--- config.mk ---
export PLATFORM = sky130hd
export DESIGN_NAME = eth_tx_arbiter
export DESIGN_NICKNAME = d
export VERILOG_FILES = /design/src/rtl/eth_tx_arbiter_pkg.sv /design/src/rtl/axis_skid_buffer.sv /design/src/rtl/eth_tx_arbiter.sv
export SDC_FILE = /design/constraint.sdc
export NUM_CORES = 1
export LEC_CHECK = 0
export ABC_AREA = 1
export BUFFER_PORTS_ARGS = -buffer_cell sky130_fd_sc_hd__buf_4
export CAP_MARGIN = 20
export CORE_ASPECT_RATIO = 1.2
export CORE_MARGIN = 3
export CORE_UTILIZATION = 55
export CTS_CLUSTER_DIAMETER = 80
export CTS_CLUSTER_SIZE = 8
export DETAILED_ROUTE_END_ITERATION = 16
export GPL_TIMING_DRIVEN = 0
export PLACE_DENSITY = 0.79
export SLEW_MARGIN = 20
export SYNTH_ARGS = -nofsm -noshare
export SYNTH_HDL_FRONTEND = slang
export SYNTH_SLANG_ARGS = --single-unit
--- constraint.sdc ---
create_clock -name clock -period 2 [get_ports clock]
set_clock_uncertainty 0.1 [all_clocks]
set_input_delay 0.1 -clock clock [delete_from_list [all_inputs] [get_ports clock]]
set_output_delay 0.1 -clock clock [all_outputs]
set_load 0.02 [all_outputs]
--- src/rtl/eth_tx_arbiter_pkg.sv ---
// Shared types and defaults for the two-requester Ethernet TX arbiter.
package eth_tx_arbiter_pkg;

    typedef enum logic [1:0] {
        ST_IDLE  = 2'd0,
        ST_PASS  = 2'd1,
        ST_DRAIN = 2'd2
    } arb_state_e;

    localparam int DEFAULT_MAX_FRAME_BYTES = 1536;
    localparam int BYTE_CNT_W              = 16;

    // On a tie the requester that was not served last wins.
    function automatic logic pick_grant(input logic v0, input logic v1, input logic last_served);
        if (v0 && v1) begin
            return ~last_served;
        end
        return v1;
    endfunction

endpackage

--- src/rtl/axis_skid_buffer.sv ---
// Two-entry AXI-Stream register slice with registered tready and tvalid.
module axis_skid_buffer #(
    parameter int DATA_WIDTH = 8
) (
    input  logic                  clock,
    input  logic                  reset,
    input  logic [DATA_WIDTH-1:0] s_tdata,
    input  logic                  s_tvalid,
    output logic                  s_tready,
    input  logic                  s_tlast,
    output logic [DATA_WIDTH-1:0] m_tdata,
    output logic                  m_tvalid,
    input  logic                  m_tready,
    output logic                  m_tlast
);

    logic                  out_valid_q, out_valid_d;
    logic [DATA_WIDTH-1:0] out_data_q, out_data_d;
    logic                  out_last_q, out_last_d;
    logic                  skid_valid_q, skid_valid_d;
    logic [DATA_WIDTH-1:0] skid_data_q, skid_data_d;
    logic                  skid_last_q, skid_last_d;
    logic                  ready_q, ready_d;
    logic                  in_fire;

    assign in_fire = s_tvalid && ready_q;

    // The skid entry only fills when a beat arrives while the output is stalled.
    always_comb begin
        out_valid_d  = out_valid_q;
        out_data_d   = out_data_q;
        out_last_d   = out_last_q;
        skid_valid_d = skid_valid_q;
        skid_data_d  = skid_data_q;
        skid_last_d  = skid_last_q;
        if (!out_valid_q || m_tready) begin
            if (skid_valid_q) begin
                out_valid_d  = 1'b1;
                out_data_d   = skid_data_q;
                out_last_d   = skid_last_q;
                skid_valid_d = 1'b0;
            end else begin
                out_valid_d = in_fire;
                if (in_fire) begin
                    out_data_d = s_tdata;
                    out_last_d = s_tlast;
                end
            end
        end else if (in_fire) begin
            skid_valid_d = 1'b1;
            skid_data_d  = s_tdata;
            skid_last_d  = s_tlast;
        end
        ready_d = !skid_valid_d;
    end

    always_ff @(posedge clock) begin
        if (reset) begin
            out_valid_q  <= 1'b0;
            out_data_q   <= '0;
            out_last_q   <= 1'b0;
            skid_valid_q <= 1'b0;
            skid_data_q  <= '0;
            skid_last_q  <= 1'b0;
            ready_q      <= 1'b1;
        end else begin
            out_valid_q  <= out_valid_d;
            out_data_q   <= out_data_d;
            out_last_q   <= out_last_d;
            skid_valid_q <= skid_valid_d;
            skid_data_q  <= skid_data_d;
            skid_last_q  <= skid_last_d;
            ready_q      <= ready_d;
        end
    end

    assign s_tready = ready_q;
    assign m_tvalid = out_valid_q;
    assign m_tdata  = out_data_q;
    assign m_tlast  = out_last_q;

endmodule

--- src/rtl/eth_tx_arbiter.sv ---
// Frame-granular round-robin merge of two AXI-Stream requesters onto the MAC TX
// input, with truncation of over-long frames and per-requester frame counters.
module eth_tx_arbiter
    import eth_tx_arbiter_pkg::*;
#(
    parameter int DATA_WIDTH      = 8,
    parameter int MAX_FRAME_BYTES = DEFAULT_MAX_FRAME_BYTES
) (
    input  logic                  clock,
    input  logic                  reset,
    input  logic [DATA_WIDTH-1:0] s0_axis_tdata,
    input  logic                  s0_axis_tvalid,
    output logic                  s0_axis_tready,
    input  logic                  s0_axis_tlast,
    input  logic [DATA_WIDTH-1:0] s1_axis_tdata,
    input  logic                  s1_axis_tvalid,
    output logic                  s1_axis_tready,
    input  logic                  s1_axis_tlast,
    output logic [DATA_WIDTH-1:0] m_axis_tdata,
    output logic                  m_axis_tvalid,
    input  logic                  m_axis_tready,
    output logic                  m_axis_tlast,
    output logic [15:0]           frame_count0,
    output logic [15:0]           frame_count1,
    output logic                  truncated
);

    localparam logic [BYTE_CNT_W-1:0] LAST_BYTE_IDX = BYTE_CNT_W'(MAX_FRAME_BYTES - 1);

    arb_state_e            state_q, state_d;
    logic                  grant_q, grant_d;
    logic                  last_served_q, last_served_d;
    logic [BYTE_CNT_W-1:0] byte_cnt_q, byte_cnt_d;
    logic [15:0]           frame_count0_q, frame_count0_d;
    logic [15:0]           frame_count1_q, frame_count1_d;
    logic                  truncated_q, truncated_d;

    logic [DATA_WIDTH-1:0] sel_data;
    logic                  sel_valid;
    logic                  sel_last;
    logic                  at_limit;
    logic                  buf_valid;
    logic                  buf_ready;
    logic                  buf_last;
    logic                  accept;
    logic                  in_pass;
    logic                  in_drain;

    assign sel_data  = grant_q ? s1_axis_tdata  : s0_axis_tdata;
    assign sel_valid = grant_q ? s1_axis_tvalid : s0_axis_tvalid;
    assign sel_last  = grant_q ? s1_axis_tlast  : s0_axis_tlast;
    assign at_limit  = (byte_cnt_q == LAST_BYTE_IDX);
    assign in_pass   = (state_q == ST_PASS);
    assign in_drain  = (state_q == ST_DRAIN);

    assign buf_valid = in_pass && sel_valid;
    assign buf_last  = sel_last || at_limit;
    assign accept    = buf_valid && buf_ready;

    // Draining ignores the output buffer: discarded beats never reach it.
    assign s0_axis_tready = !grant_q && ((in_pass && buf_ready) || in_drain);
    assign s1_axis_tready =  grant_q && ((in_pass && buf_ready) || in_drain);

    always_comb begin
        state_d        = state_q;
        grant_d        = grant_q;
        last_served_d  = last_served_q;
        byte_cnt_d     = byte_cnt_q;
        frame_count0_d = frame_count0_q;
        frame_count1_d = frame_count1_q;
        truncated_d    = 1'b0;
        case (state_q)
            ST_IDLE: begin
                if (s0_axis_tvalid || s1_axis_tvalid) begin
                    grant_d = pick_grant(s0_axis_tvalid, s1_axis_tvalid, last_served_q);
                    state_d = ST_PASS;
                end
            end
            ST_PASS: begin
                if (accept) begin
                    byte_cnt_d = byte_cnt_q + 1'b1;
                    if (sel_last) begin
                        last_served_d = grant_q;
                        byte_cnt_d    = '0;
                        state_d       = ST_IDLE;
                        if (grant_q) begin
                            frame_count1_d = frame_count1_q + 16'd1;
                        end else begin
                            frame_count0_d = frame_count0_q + 16'd1;
                        end
                    end else if (at_limit) begin
                        truncated_d = 1'b1;
                        byte_cnt_d  = '0;
                        state_d     = ST_DRAIN;
                    end
                end
            end
            ST_DRAIN: begin
                if (sel_valid && sel_last) begin
                    last_served_d = grant_q;
                    state_d       = ST_IDLE;
                end
            end
            default: state_d = ST_IDLE;
        endcase
    end

    always_ff @(posedge clock) begin
        if (reset) begin
            state_q        <= ST_IDLE;
            grant_q        <= 1'b0;
            last_served_q  <= 1'b1;
            byte_cnt_q     <= '0;
            frame_count0_q <= '0;
            frame_count1_q <= '0;
            truncated_q    <= 1'b0;
        end else begin
            state_q        <= state_d;
            grant_q        <= grant_d;
            last_served_q  <= last_served_d;
            byte_cnt_q     <= byte_cnt_d;
            frame_count0_q <= frame_count0_d;
            frame_count1_q <= frame_count1_d;
            truncated_q    <= truncated_d;
        end
    end

    axis_skid_buffer #(
        .DATA_WIDTH(DATA_WIDTH)
    ) u_out_buf (
        .clock    (clock),
        .reset    (reset),
        .s_tdata  (sel_data),
        .s_tvalid (buf_valid),
        .s_tready (buf_ready),
        .s_tlast  (buf_last),
        .m_tdata  (m_axis_tdata),
        .m_tvalid (m_axis_tvalid),
        .m_tready (m_axis_tready),
        .m_tlast  (m_axis_tlast)
    );

    assign frame_count0 = frame_count0_q;
    assign frame_count1 = frame_count1_q;
    assign truncated    = truncated_q;

endmodule

# After elaboration in Yosys (flattened, before gate mapping)
# Cells that the tools add are included.
# word_totals
register_bits	74
in_bits	23
out_inout_bits	45
word_cells	84
# classes
n_addsub	3
eq_ne	8
n_mux	28
bitwise	5
n_reduce_logical	26
# op_table
cell	count
adder 16 x 1 -> 16 bit (second input constant)	3
two-way mux 16 bit	2
two-way mux 8 bit	3
== test 16 x 11 -> 1 bit (second input constant)	1
two-way mux 1 bit	16
AND reduction 4 bit	4
two-way mux 2 bit	5
AND reduction 2 bit	4
logical AND 1 bit	7
!= test 2 bit (second input constant)	3
case mux 2 bit (3 select lines)	1
NOT 1 bit	5
logical OR 1 bit	4
nonzero test 2 bit	2
OR reduction 4 bit	1
logical NOT 1 bit	3
!= test 3 bit (second input constant)	1
== test 2 x 1 -> 1 bit (second input constant)	1
== test 2 bit (second input constant)	1
logical NOT 2 bit	1
!= test 2 x 1 -> 1 bit (second input constant)	1
case mux 1 bit (2 select lines)	1

# Longest topological paths before layout
# Gate-level depths: netlist of run 1.
# logic_depth
depth_word	6
ltp_mapped	11
depth_no_buf	10

# Modules after synthesis
# From an unflattened synthesis of run 1, not the netlist that was laid out.
# unflattened
cells_unflattened	633
hier_area_um2	4053.9
# by_module_without_submodules
module	instances	cells_per_inst	area_per_inst_um2	seq_area_each_um2
eth_tx_arbiter	1	487	3078.0	1061.0
axis_skid_buffer	1	146	975.9	420.4

# Worst setup path before layout of run 1
# OpenSTA, ideal clock, no wires.
# synth_timing
path_kind	register to register
start	reg frame_count1_q[0] (netlist: frame_count1[0])
end	reg frame_count1_q[14] (netlist: frame_count1[14])
setup_time_ns	0.113
arrival_time_ns	1.342
t_required_ns	1.787
setup_slack_ns	0.445
stages_incl_launch_ff	9
path_buffers	0
period_less_slack_ns	1.555
cell_sequence	dfxtp_1 > ha_1 > nand2_1 > nor2_1 > nand2_1 > nor2_4 > nand3_1 > nor2_1 > nor2_1
# synth_between
elab_chain_len	1
# synth_rtl
item	line	rtl
start: declaration	eth_tx_arbiter.sv:35	logic [15:0] frame_count1_q, frame_count1_d;
start signal: assignment	eth_tx_arbiter.sv:123	frame_count1_q <= frame_count1_d;
adder 16 x 1 -> 16 bit	eth_tx_arbiter.sv:87	frame_count1_d = frame_count1_q + 16'd1;
# No other way between the ends.
# A chain may end at the register's enable or synchronous reset.

# Worst setup path in the final report of run 1
# layout_timing
start	reg state_q[1]
end	out s0_axis_tready
# layout_between
elab_chain_len	4
elab_cells_between_ends	5
classes_between	eq/ne: 2; reduce/logical: 3
# layout_rtl
item	line	rtl
start: declaration	eth_tx_arbiter.sv:30	arb_state_e state_q, state_d;
start signal: assignment	eth_tx_arbiter.sv:118	state_q <= state_d;
== test 2 x 1 -> 1 bit	eth_tx_arbiter.sv:53	assign in_pass = (state_q == ST_PASS);
logical AND 1 bit	eth_tx_arbiter.sv:61	assign s0_axis_tready = !grant_q && ((in_pass && buf_ready) || in_drain);
logical OR 1 bit (*)	eth_tx_arbiter.sv:61	
logical AND 1 bit (*)	eth_tx_arbiter.sv:61	
end: declaration	eth_tx_arbiter.sv:13	output logic s0_axis_tready,
# Mark *: on every way between the ends. The rest lies on a longest branch, timed or not.

==> parameters.txt, run 1 <==
Parameter                              Value

Synthesis
  Area fraction in compound gates after synthesis ... 0.117
  Mux share of post-synthesis cell area ... 0
  Async S/R FF share, synth ... 0
  Instance count of the mapped netlist ... around 560
  Count of synthesis-stage warnings from yosys ... 0
  Register area share after synthesis ... 0.388
  Share of synthesized cell area in full adder, half adder and majority cells ... 0.00982
  Number of nets produced by synthesis ... about 590
  EDFF count, synth ... 0
  XOR/XNOR share of the synthesized area ... 0.0160
  Number of flip-flops and latches in the synthesized netlist ... between 70 and 80
  Post-synthesis simple-gate area fraction ... 0.380
  Main combinational cell family by area after synthesis ... simple AND/OR/NAND/NOR gates
  Flip-flop cell with the highest count after synthesis ... dfxtp_1
  Number of unique standard cell types used by synthesis ... 37
  Avg Inst Size Synth ... 6.80 um^2
  Netlist Area Pre-Place ... ~0.0038 mm^2

Power and ir drop
  Lkg Pwr ... between 1.5 and 2 nW
  Final Total Pwr ... between 3 and 4 mW
  Worst ir drop on vdd ... approximately 0.00047 V
  Sw Pwr ... 823 uW
  Fraction of power spent switching nets ... 0.261
  Reg power frac ... 0.482
  Internal power component ... between 2 and 2.5 mW
  Relative contribution of combinational cells to total power ... 0.109
  Ratio of total power to cell area ... 675 mW/mm^2
  Clock share of power ... 0.409

Final layout
  Diode count ... 0
  Share of layout cells above drive strength 1 ... 0.198
  Signed area change from the synthesized netlist to the final layout ... 22.4%
  Post-layout nets ... around 670
  Number of filler instances in the final layout ... 573

Placement
  Routability congestion estimate from global placement ... 0.815
  Number of buffer cells added on primary ports ... 67
  Detailed placement HPWL ... 6610 um

Clock tree
  H-tree level count ... 3
  Maximum clock insertion buffer count ... 2
  TritonCTS clock tree ... done
  Skew-Pair Late Insertion Delay ... between 0.3 and 0.4 ns
  Sink count of the clock tree ... 74
  Clock input transition at the sequential cells of the worst setup and hold paths ... about 0.080 ns
  Number of buffers inserted during clock tree synthesis ... 9
  CTS root buffer ... clkbuf_8

Min path
  Worst Min Path Start ... s0_axis_tlast
  Path class of the lowest-slack min-delay path ... primary input to register
  Hold path endpoint ... truncated
  Number of cells on the worst hold path ... 4

STA
  Number of pins exceeding their max-slew limit in the final report ... 0
  Final period utilization ... 0.859
  Max-slew headroom ... 0.602
  Unrepaired setup endpoints after global routing ... no
  Total count of hold-check failures in the final report ... 0
  Worst Tran Pin Value ... between 0.5 and 0.6 ns
  Minimum clock period after layout ... around 1.7 ns
  Achievable clock frequency ... roughly 580 MHz
  Setup-violating endpoint count in the final report ... 0
  Final-layout worst hold slack ... between 0.02 and 0.03 ns
  Setup_tns ... 0 ns

GRT
  First-pass GRT wire length ... roughly 15,000 um
  Total grt overflow ... 0
  Vias in the first global route ... 3,497
  Pin count of the biggest net entering global routing ... 14
  Initial antenna violation count ... 0
  Combined global-route utilization of all metal layers ... 0.238

Detailed routing
  Via density ... ~5.1
  First-iteration detailed-routing DRC count ... between 200 and 250
  Number of routed nets with antenna violations ... 0
  Total via count after detailed routing ... roughly 3,800
  Post-Route WL ... just over 9000 um
  DR DRC count ... 0
  Final routed wire length divided by cell count ... 12.4 um
  TritonRoute pass-1 iters ... 5

Setup path
  Reg-to-reg setup timing slack ... just under 0.3 ns
  Capture point of the worst reg-to-reg path ... byte_cnt_q[5]
  Crit Reg-Reg Startpoint ... byte_cnt_q[0]
  Required time of the worst setup path ... approximately 1.8 ns
  Class of the most critical setup path ... register to output pin
  Number of cell instances on the worst register-to-register path ... 11
  Startpoint class of the critical path ... register
  Crit end category ... output pin
  Maximum fanout count along the critical path ... 6
  Data arrival time at the worst-slack endpoint ... approximately 1.5 ns

Floorplan
  Area enclosed by the die boundary ... 0.00799 mm^2
  Width of the die ... around 82 um
  Boundary Pins ... between 60 and 70
  Core Region ... 0.00657 mm^2
  Rows ... 32
  Starting utilization of the core area ... 0.582
  Die Y-Extent ... approximately 97 um

Status
  Outcome ... finished, final reports clean

Job
  Max-cap violations ... 0
critical path, stage by stage (launching register included):
cell and delay [ns]:
dfxtp_1 0.31, inv_1 0.10, nand2_2 0.12, nor2_8 0.21, inv_1 0.09, a21oi_1 0.17, buf_4 0.17
cells in the mapped netlist (4+ instances only):
master    number  share of area
a21oi_1       55          0.072
buf_6          4          0.012
clkbuf_1       7         0.0069
dfxtp_1       74           0.39
inv_1         61          0.060
nand2_1      153           0.15
nand2_2        4         0.0065
nand2_4        4          0.012
nand3_1       28          0.037
nand4_1        8          0.013
nor2_1        71          0.070
nor2_4         4          0.012
nor3_1         9          0.012
o21ai_0       24          0.031
or2_0          7          0.011
or2_2         10          0.016
xor2_1         4         0.0092
kinds of logic (layout without fill, tap and decap cells):
kind of cell,count (synthesis),after routing
adder cells (fa/ha/maj),3,3
XOR/XNOR,7,7
flip-flops,74,74
buffers and inverters,79,165
AO/OA/AOI/OAI,87,87
AND/OR/NAND/NOR,312,312
how the worst max path moves through the flow:
stage | from | to | cells after the start
2_1_floorplan | frame_count1[0] | frame_count1[14] | 8
3_3_place_gp | byte_cnt_q[0] | byte_cnt_q[6] | 11
3_5_place_dp | byte_cnt_q[0] | byte_cnt_q[8] | 11
4_1_cts | state_q[1] | s0_axis_tready | 6
5_1_grt | byte_cnt_q[0] | byte_cnt_q[5] | 11
6_report | state_q[1] | s0_axis_tready | 6
repair_timing:
| item | in CTS | in global routing |
|---|---|---|
| buffers inserted | 0 | 0 |
| endpoints found under the hold margin | 3 | 0 |
| hold buffers | 3 | 0 |
| resized for setup | 0 | 0 |
per-stage QoR:
stage          area [um^2]   util  setup slack [ns]  cells
2_1_floorplan         3820      -             0.445    562
3_3_place_gp          4430  0.675             0.344    714
3_5_place_dp          4430  0.675             0.322    714
4_1_cts               4680  0.712             0.273    733
5_1_grt               4680  0.712             0.108    733
6_report              4680  0.712             0.282    733
layer usage:
layer / routed length (um) / track usage / up-vias / part of all wire
met2: 4390 / 0.383 / 96 / 0.48
li1: - / - / 1952 / -
met3: 501 / 0.0473 / 13 / 0.055
met1: 4090 / 0.306 / 1694 / 0.45
met4: 140 / 0.0921 / 0 / 0.015
met5: 0 / 0 / - / 0
layout by cell type (no fill, tap or decap), types with 3 or more instances in the layout:
master,instances
buf_6,4
or2_2,10
nor2_4,4
clkbuf_8,9
nor2_1,71
clkbuf_1,7
o21a_1,3
nand2_2,4
nand4_1,8
o21ai_0,24
xor2_1,4
nand3_1,28
nor3_1,9
inv_1,61
nand2_1,153
or2_0,7
a21oi_1,55
xnor2_1,3
dlygate4sd3_1,3
inv_2,3
buf_4,67
nand3_2,3
dfxtp_1,74
o21ai_1,3
ha_1,3
nand2_4,4
cell type report:
class,instances,area [um^2],area share
Clock buffer,9,124,0.0265
Timing Repair Buffer,70,533,0.114
Clock inverter,7,93.8,0.0201
Multi-Input combinational cell,409,2000,0.428
Sequential cell,74,1480,0.317
Tap cell,85,106,0.0227
Buffer,13,81.3,0.0174
Inverter,66,258,0.0551
flip-flops by register name (all words and copies together), names as in the netlist:
name and flops:
byte_cnt_q 16, u_out_buf.m_tlast 1, u_out_buf.skid_data_q 8, grant_q 1, u_out_buf.m_tdata 8, u_out_buf.s_tready 1, truncated 1, frame_count1 16
frame_count0 16, u_out_buf.m_tvalid 1, last_served_q 1, state_q 2, u_out_buf.skid_last_q 1, u_out_buf.skid_valid_q 1
power groups by stage:
stage          Clock [mW]  Combinational [mW]  Sequential [mW]
6_report             1.29               0.345             1.52
3_3_place_gp            0               0.332             1.55
2_1_floorplan           0               0.204             1.57
5_1_grt              1.37               0.383             1.52
3_5_place_dp            0               0.338             1.55
4_1_cts              1.31               0.346             1.52
No activity file was read; power rests on OpenSTA's default activity.
==> run 2, diff against run 1 <==
Settings changed: CORE_ASPECT_RATIO 1.2 to 0.7.
==> run 2 against run 1 <==
Compared with the run above:
- largest power group unchanged
- die area is 0.15% higher
- sequential power about the same
- register-to-register slack lost 0.07 ns
- sequential share of layout area decreased by 0.34 points
- non-clock buffer count grew 1
==> parameters.txt, run 2 (synthesis results as in run 1) <==
Parameter                              Value

Status
  Outcome ... finished, final reports clean

Detailed routing
  DR DRC count ... 0
  Via density ... between 5 and 6
  Routed met3 length ... between 700 and 800 um
  TritonRoute pass-1 iters ... 5
  First-iteration detailed-routing DRC count ... between 200 and 250
  Routed length on met1 ... roughly 4700 um
  Number of routed nets with antenna violations ... 0
  Final routed wire length divided by cell count ... 13.0 um
  DR top layer ... met4
  Met2 wire len ... between 4000 and 5000 um
  Total via count after detailed routing ... slightly below 4,000
  Post-Route WL ... approximately 9600 um

STA
  Worst Tran Pin Value ... 0.550 ns
  Final period utilization ... 0.892
  Setup-violating endpoint count in the final report ... 0
  Unrepaired setup endpoints after global routing ... no
  Achievable clock frequency ... 561 MHz
  Minimum clock period after layout ... roughly 1.8 ns
  Number of pins exceeding their max-slew limit in the final report ... 0
  Worst-case setup margin in the final layout ... between 0.2 and 0.25 ns
  Setup_tns ... 0 ns
  Max-slew headroom ... 0.633
  Total count of hold-check failures in the final report ... 0

Setup path
  Crit end category ... register
  Startpoint class of the critical path ... register
  Most frequent cell on the critical path ... nand2_1
  Required time of the worst setup path ... approximately 2.1 ns
  Class of the most critical setup path ... register to register
  Data arrival time at the worst-slack endpoint ... 1.93 ns
  Standard cell with the maximum stage delay on the critical path ... dfxtp_1
  Delay of the slowest cell on the worst path ... 0.38 ns
  Combined buffer and inverter count along the critical path ... 3
  Maximum fanout count along the critical path ... 10
  Reg-to-reg setup timing slack ... roughly 0.22 ns
  Gate family responsible for the most delay along the worst path ... simple AND/OR/NAND/NOR gates
  Series of cell instances along the critical path ... ha_1, nand3_1, inv_1, nand2_1, inv_1, nand2_1, nand2_1, nand2_1, nand2_2, buf_6, nor2_1

Power and ir drop
  Ratio of total power to cell area ... between 700 and 800 mW/mm^2
  Worst ir drop on vdd ... around 0.00044 V
  Lkg Pwr ... a little over 2 nW

GRT
  First-pass GRT wire length ... 15,400 um
  Vias in the first global route ... ~3,300
  Total grt overflow ... 0
  Initial antenna violation count ... 0
  Combined global-route utilization of all metal layers ... 0.245
  Pin count of the biggest net entering global routing ... 13

Floorplan
  Die Y-Extent ... 75.7 um
  Starting utilization of the core area ... 0.589
  Core Region ... around 0.0065 mm^2
  Area enclosed by the die boundary ... between 0.007 and 0.008 mm^2
  Rows ... 24
  Width of the die ... 106 um
  Boundary Pins ... 68

Clock tree
  TritonCTS clock tree ... done
  Quantity of gates resized following cts ... 0
  Sink count of the clock tree ... 74
  Post-CTS Repair Setup Buffers ... 0
  Maximum clock insertion buffer count ... 2
  Clock input transition at the sequential cells of the worst setup and hold paths ... about 0.080 ns
  H-tree level count ... 3
  CTS root buffer ... clkbuf_8
  Skew-Pair Late Insertion Delay ... 0.36 ns
  Number of buffers inserted during clock tree synthesis ... 9
  CTS Hold Buffers Added ... 4

Placement
  Routability congestion estimate from global placement ... between 0.8 and 0.9
  Detailed placement HPWL ... between 7000 and 8000 um
  Setup slack after placement ... 0.278 ns
  Number of buffer cells added on primary ports ... 67
  DP Area ... 0.00444 mm^2

Final layout
  Post-layout nets ... 670
  Diode count ... 0
  Total area of multi-input combinational cells ... between 0.002 and 0.0025 mm^2
  Signed area change from the synthesized netlist to the final layout ... 23.8%
  Most frequent cells in the layout ... 153 x nand2_1, 74 x dfxtp_1, 71 x nor2_1
  Share of layout cells above drive strength 1 ... 0.197
  Register Area ... ~0.0015 mm^2
  Most frequent standard cell in the layout excluding fill and tap cells ... nand2_1
  Final instance area ... between 0.004 and 0.005 mm^2
  Number of filler instances in the final layout ... 570

Min path
  Path class of the lowest-slack min-delay path ... primary input to register

Job
  Max-cap violations ... 0
-- run 2: area by class of cell --
cell class	instances	area share
Inverter	66	0.0545
Tap cell	91	0.0241
Timing Repair Buffer	71	0.115
Sequential cell	74	0.313
Clock inverter	5	0.0212
Multi-Input combinational cell	409	0.423
Buffer	13	0.0172
Clock buffer	11	0.0320
-- run 2: power breakdown --
part           internal [mW]  switching, mW
sequential              1.50         0.0208
clock                  0.893          0.557
combinational          0.136          0.217
-- run 2: through the flow --
stage               cells  power (mW)  utilization  hold slack, ns
CTS                   740        3.34        0.729          0.0151
global route          740        3.45        0.729          0.0588
finish                740        3.32        0.729          0.0351
detailed placement    720        1.90        0.684           0.305
global placement      720        1.89        0.684           0.309
floorplan             562        1.77            -           0.164
-- run 2: layer usage --
metal / track usage / vias to the layer above
met1: 0.343 / 1760
li1: - / 1950
met4: 0.0618 / 0
met3: 0.0745 / 10
met2: 0.374 / 127
met5: 0 / -
-- run 2: final timing paths --
path	startpoint	endpoint	cells past startpoint
worst max-delay path	byte_cnt_q[0]	byte_cnt_q[8]	11
worst min-delay path	s1_axis_tlast	truncated	4
worst max register to register	byte_cnt_q[0]	byte_cnt_q[8]	11
worst min register to register	u_out_buf.skid_data_q[7]	u_out_buf.skid_data_q[7]	2
-- run 2: worst reg2reg max path, delay by kind of cell, from the launching register on --
kind	cells	cell delay, ns
buffers and inverters	3	0.31
adder cells (fa/ha/maj)	1	0.21
AND/OR/NAND/NOR	7	0.68
flip-flops	1	0.38
==> run 3, diff against run 2 <==
Settings changed: PLACE_DENSITY 0.79 to 0.78.
==> run 3 against run 2 <==
Compared with the run above:
- maximum frequency up 3.5%
- routed wire length fell by 2.9%
- via count down 1.3%
- cell count shrank 0.14%
- sequential power is essentially flat
- combinational power about the same
- global-route usage is 0.78 points lower
- cell area is 0.90% lower
- clock-buffer cell count did not move
==> parameters.txt, run 3 (synthesis results as in run 1) <==
Parameter                              Value

Status
  Outcome ... finished, final reports clean

Setup path
  Crit Reg-Reg Startpoint ... byte_cnt_q[0]
  Series of cell instances along the critical path ... ha_1, nand3_1, inv_1, nand2_1, inv_1, nand2_1, nand2_1, nand2_1, nand2_2, buf_6, nor2_1
  Gate family responsible for the most delay along the worst path ... simple AND/OR/NAND/NOR gates
  Number of cell instances on the worst register-to-register path ... 11
  Delay of the slowest cell on the worst path ... between 0.3 and 0.4 ns
  Maximum fanout count along the critical path ... 10
  Capture point of the worst reg-to-reg path ... byte_cnt_q[8]
  Startpoint class of the critical path ... register
  Most frequent cell on the critical path ... nand2_1
  Reg-to-reg setup timing slack ... between 0.2 and 0.3 ns
  Data arrival time at the worst-slack endpoint ... about 1.9 ns
  Standard cell with the maximum stage delay on the critical path ... dfxtp_1
  Class of the most critical setup path ... register to register
  Combined buffer and inverter count along the critical path ... 3
  Required time of the worst setup path ... approximately 2.1 ns
  Crit end category ... register

Min path
  Worst Min Path Start ... s0_axis_tlast
  Path class of the lowest-slack min-delay path ... primary input to register
  Hold path endpoint ... truncated
  Number of cells on the worst hold path ... 4

Final layout
  Most frequent cells in the layout ... 153 x nand2_1, 74 x dfxtp_1, 71 x nor2_1
  Post-layout nets ... about 670
  Number of filler instances in the final layout ... 563
  Most frequent standard cell in the layout excluding fill and tap cells ... nand2_1
  Share of layout cells above drive strength 1 ... 0.196
  Signed area change from the synthesized netlist to the final layout ... 22.7%
  Diode count ... 0

Clock tree
  H-tree level count ... 3
  TritonCTS clock tree ... done
  Number of buffers inserted during clock tree synthesis ... 9
  Skew-Pair Late Insertion Delay ... roughly 0.35 ns
  CTS root buffer ... clkbuf_8
  Maximum clock insertion buffer count ... 2
  Clock input transition at the sequential cells of the worst setup and hold paths ... 0.07 ns
  Sink count of the clock tree ... between 70 and 80

Power and ir drop
  Sw Pwr ... 779 uW
  Internal power component ... roughly 2.4 mW
  Final Total Pwr ... about 3.1 mW
  Relative contribution of combinational cells to total power ... 0.112
  Clock share of power ... 0.405
  Fraction of power spent switching nets ... 0.248
  Lkg Pwr ... between 1.5 and 2 nW
  Reg power frac ... 0.483
  Ratio of total power to cell area ... 671 mW/mm^2
  Worst ir drop on vdd ... approximately 0.0004 V

STA
  Total count of hold-check failures in the final report ... 0
  Worst Tran Pin Value ... between 0.5 and 0.6 ns
  Setup-violating endpoint count in the final report ... 0
  Max-slew headroom ... 0.611
  Unrepaired setup endpoints after global routing ... no
  Setup_tns ... 0 ns
  Achievable clock frequency ... around 580 MHz
  Final period utilization ... 0.862
  Minimum clock period after layout ... 1.72 ns
  Number of pins exceeding their max-slew limit in the final report ... 0

Floorplan
  Width of the die ... approximately 110 um
  Die Y-Extent ... about 76 um
  Boundary Pins ... 68
  Area enclosed by the die boundary ... approximately 0.0080 mm^2
  Core Region ... 0.00649 mm^2
  Starting utilization of the core area ... 0.589
  Rows ... 24

Placement
  Routability congestion estimate from global placement ... around 0.87
  Number of buffer cells added on primary ports ... between 60 and 70
  Detailed placement HPWL ... approximately 7000 um

Detailed routing
  Via density ... about 5.1
  Post-Route WL ... 9360 um
  Number of routed nets with antenna violations ... 0
  TritonRoute pass-1 iters ... 5
  DR DRC count ... 0
  Total via count after detailed routing ... roughly 3,800
  First-iteration detailed-routing DRC count ... about 280
  Final routed wire length divided by cell count ... ~13 um

GRT
  Vias in the first global route ... between 3,000 and 4,000
  Total grt overflow ... 0
  Initial antenna violation count ... 0
  Combined global-route utilization of all metal layers ... 0.237
  Pin count of the biggest net entering global routing ... 13
  First-pass GRT wire length ... about 15,000 um

Job
  Max-cap violations ... 0
run 3: cell type report:
type,instances,area [um^2],area share
plain buffers,13,81.3,0.0174
clock buffers,11,141,0.0302
clock inverters,5,77.6,0.0166
inverters,66,258,0.0550
multi-input cells,409,2000,0.427
flip-flops and latches,74,1480,0.316
well taps,91,114,0.0243
repair buffers,70,533,0.114
run 3: how the worst max path moves through the flow:
stage,startpoint,endpoint,cells after the start
3_5_place_dp,byte_cnt_q[0],byte_cnt_q[8],11
3_3_place_gp,byte_cnt_q[0],byte_cnt_q[6],11
5_1_grt,byte_cnt_q[0],byte_cnt_q[8],11
2_1_floorplan,frame_count1[0],frame_count1[14],8
6_report,byte_cnt_q[0],byte_cnt_q[8],11
4_1_cts,byte_cnt_q[0],byte_cnt_q[8],11
run 3: worst reg2reg max path: stages, from the launching register on:
cell     delay, ns
dfxtp_1       0.38
ha_1          0.21
nand3_1       0.08
inv_1         0.09
nand2_1       0.08
inv_1         0.06
nand2_1       0.07
nand2_1       0.15
nand2_1       0.09
nand2_2       0.09
buf_6         0.15
nor2_1        0.06
run 3: repair_timing:
item	CTS	global route
gates resized for setup	0	0
endpoints found under the hold margin	3	0
hold buffers	3	0
setup buffers	0	0
run 3: power by group through the flow:
stage	combinational (mW)	clock [mW]	sequential [mW]
after CTS	0.350	1.30	1.52
after floorplan	0.204	0	1.57
after global placement	0.337	0	1.55
after detailed placement	0.343	0	1.55
after global routing	0.388	1.36	1.52
final	0.352	1.28	1.52
run 3: per-layer routing:
layer  GRT usage  up-vias  part of all wire
li1            -     1949                 -
met1       0.314     1710              0.47
met2       0.381      126              0.44
met3      0.0745       12             0.078
met4      0.0647        0            0.0099
met5           0        -                 0
run 3: stage by stage:
step / utilization / std cells / worst slack (ns) / hold slack (ns) / instance area, um^2
global route: 0.723 / 739 / 0.114 / 0.0265 / 4690
detailed placement: 0.684 / 720 / 0.320 / 0.308 / 4440
global placement: 0.684 / 720 / 0.323 / 0.309 / 4440
finish: 0.723 / 739 / 0.277 / 0.0211 / 4690
CTS: 0.723 / 739 / 0.294 / 0.00430 / 4690
floorplan: - / 562 / 0.445 / 0.164 / 3820
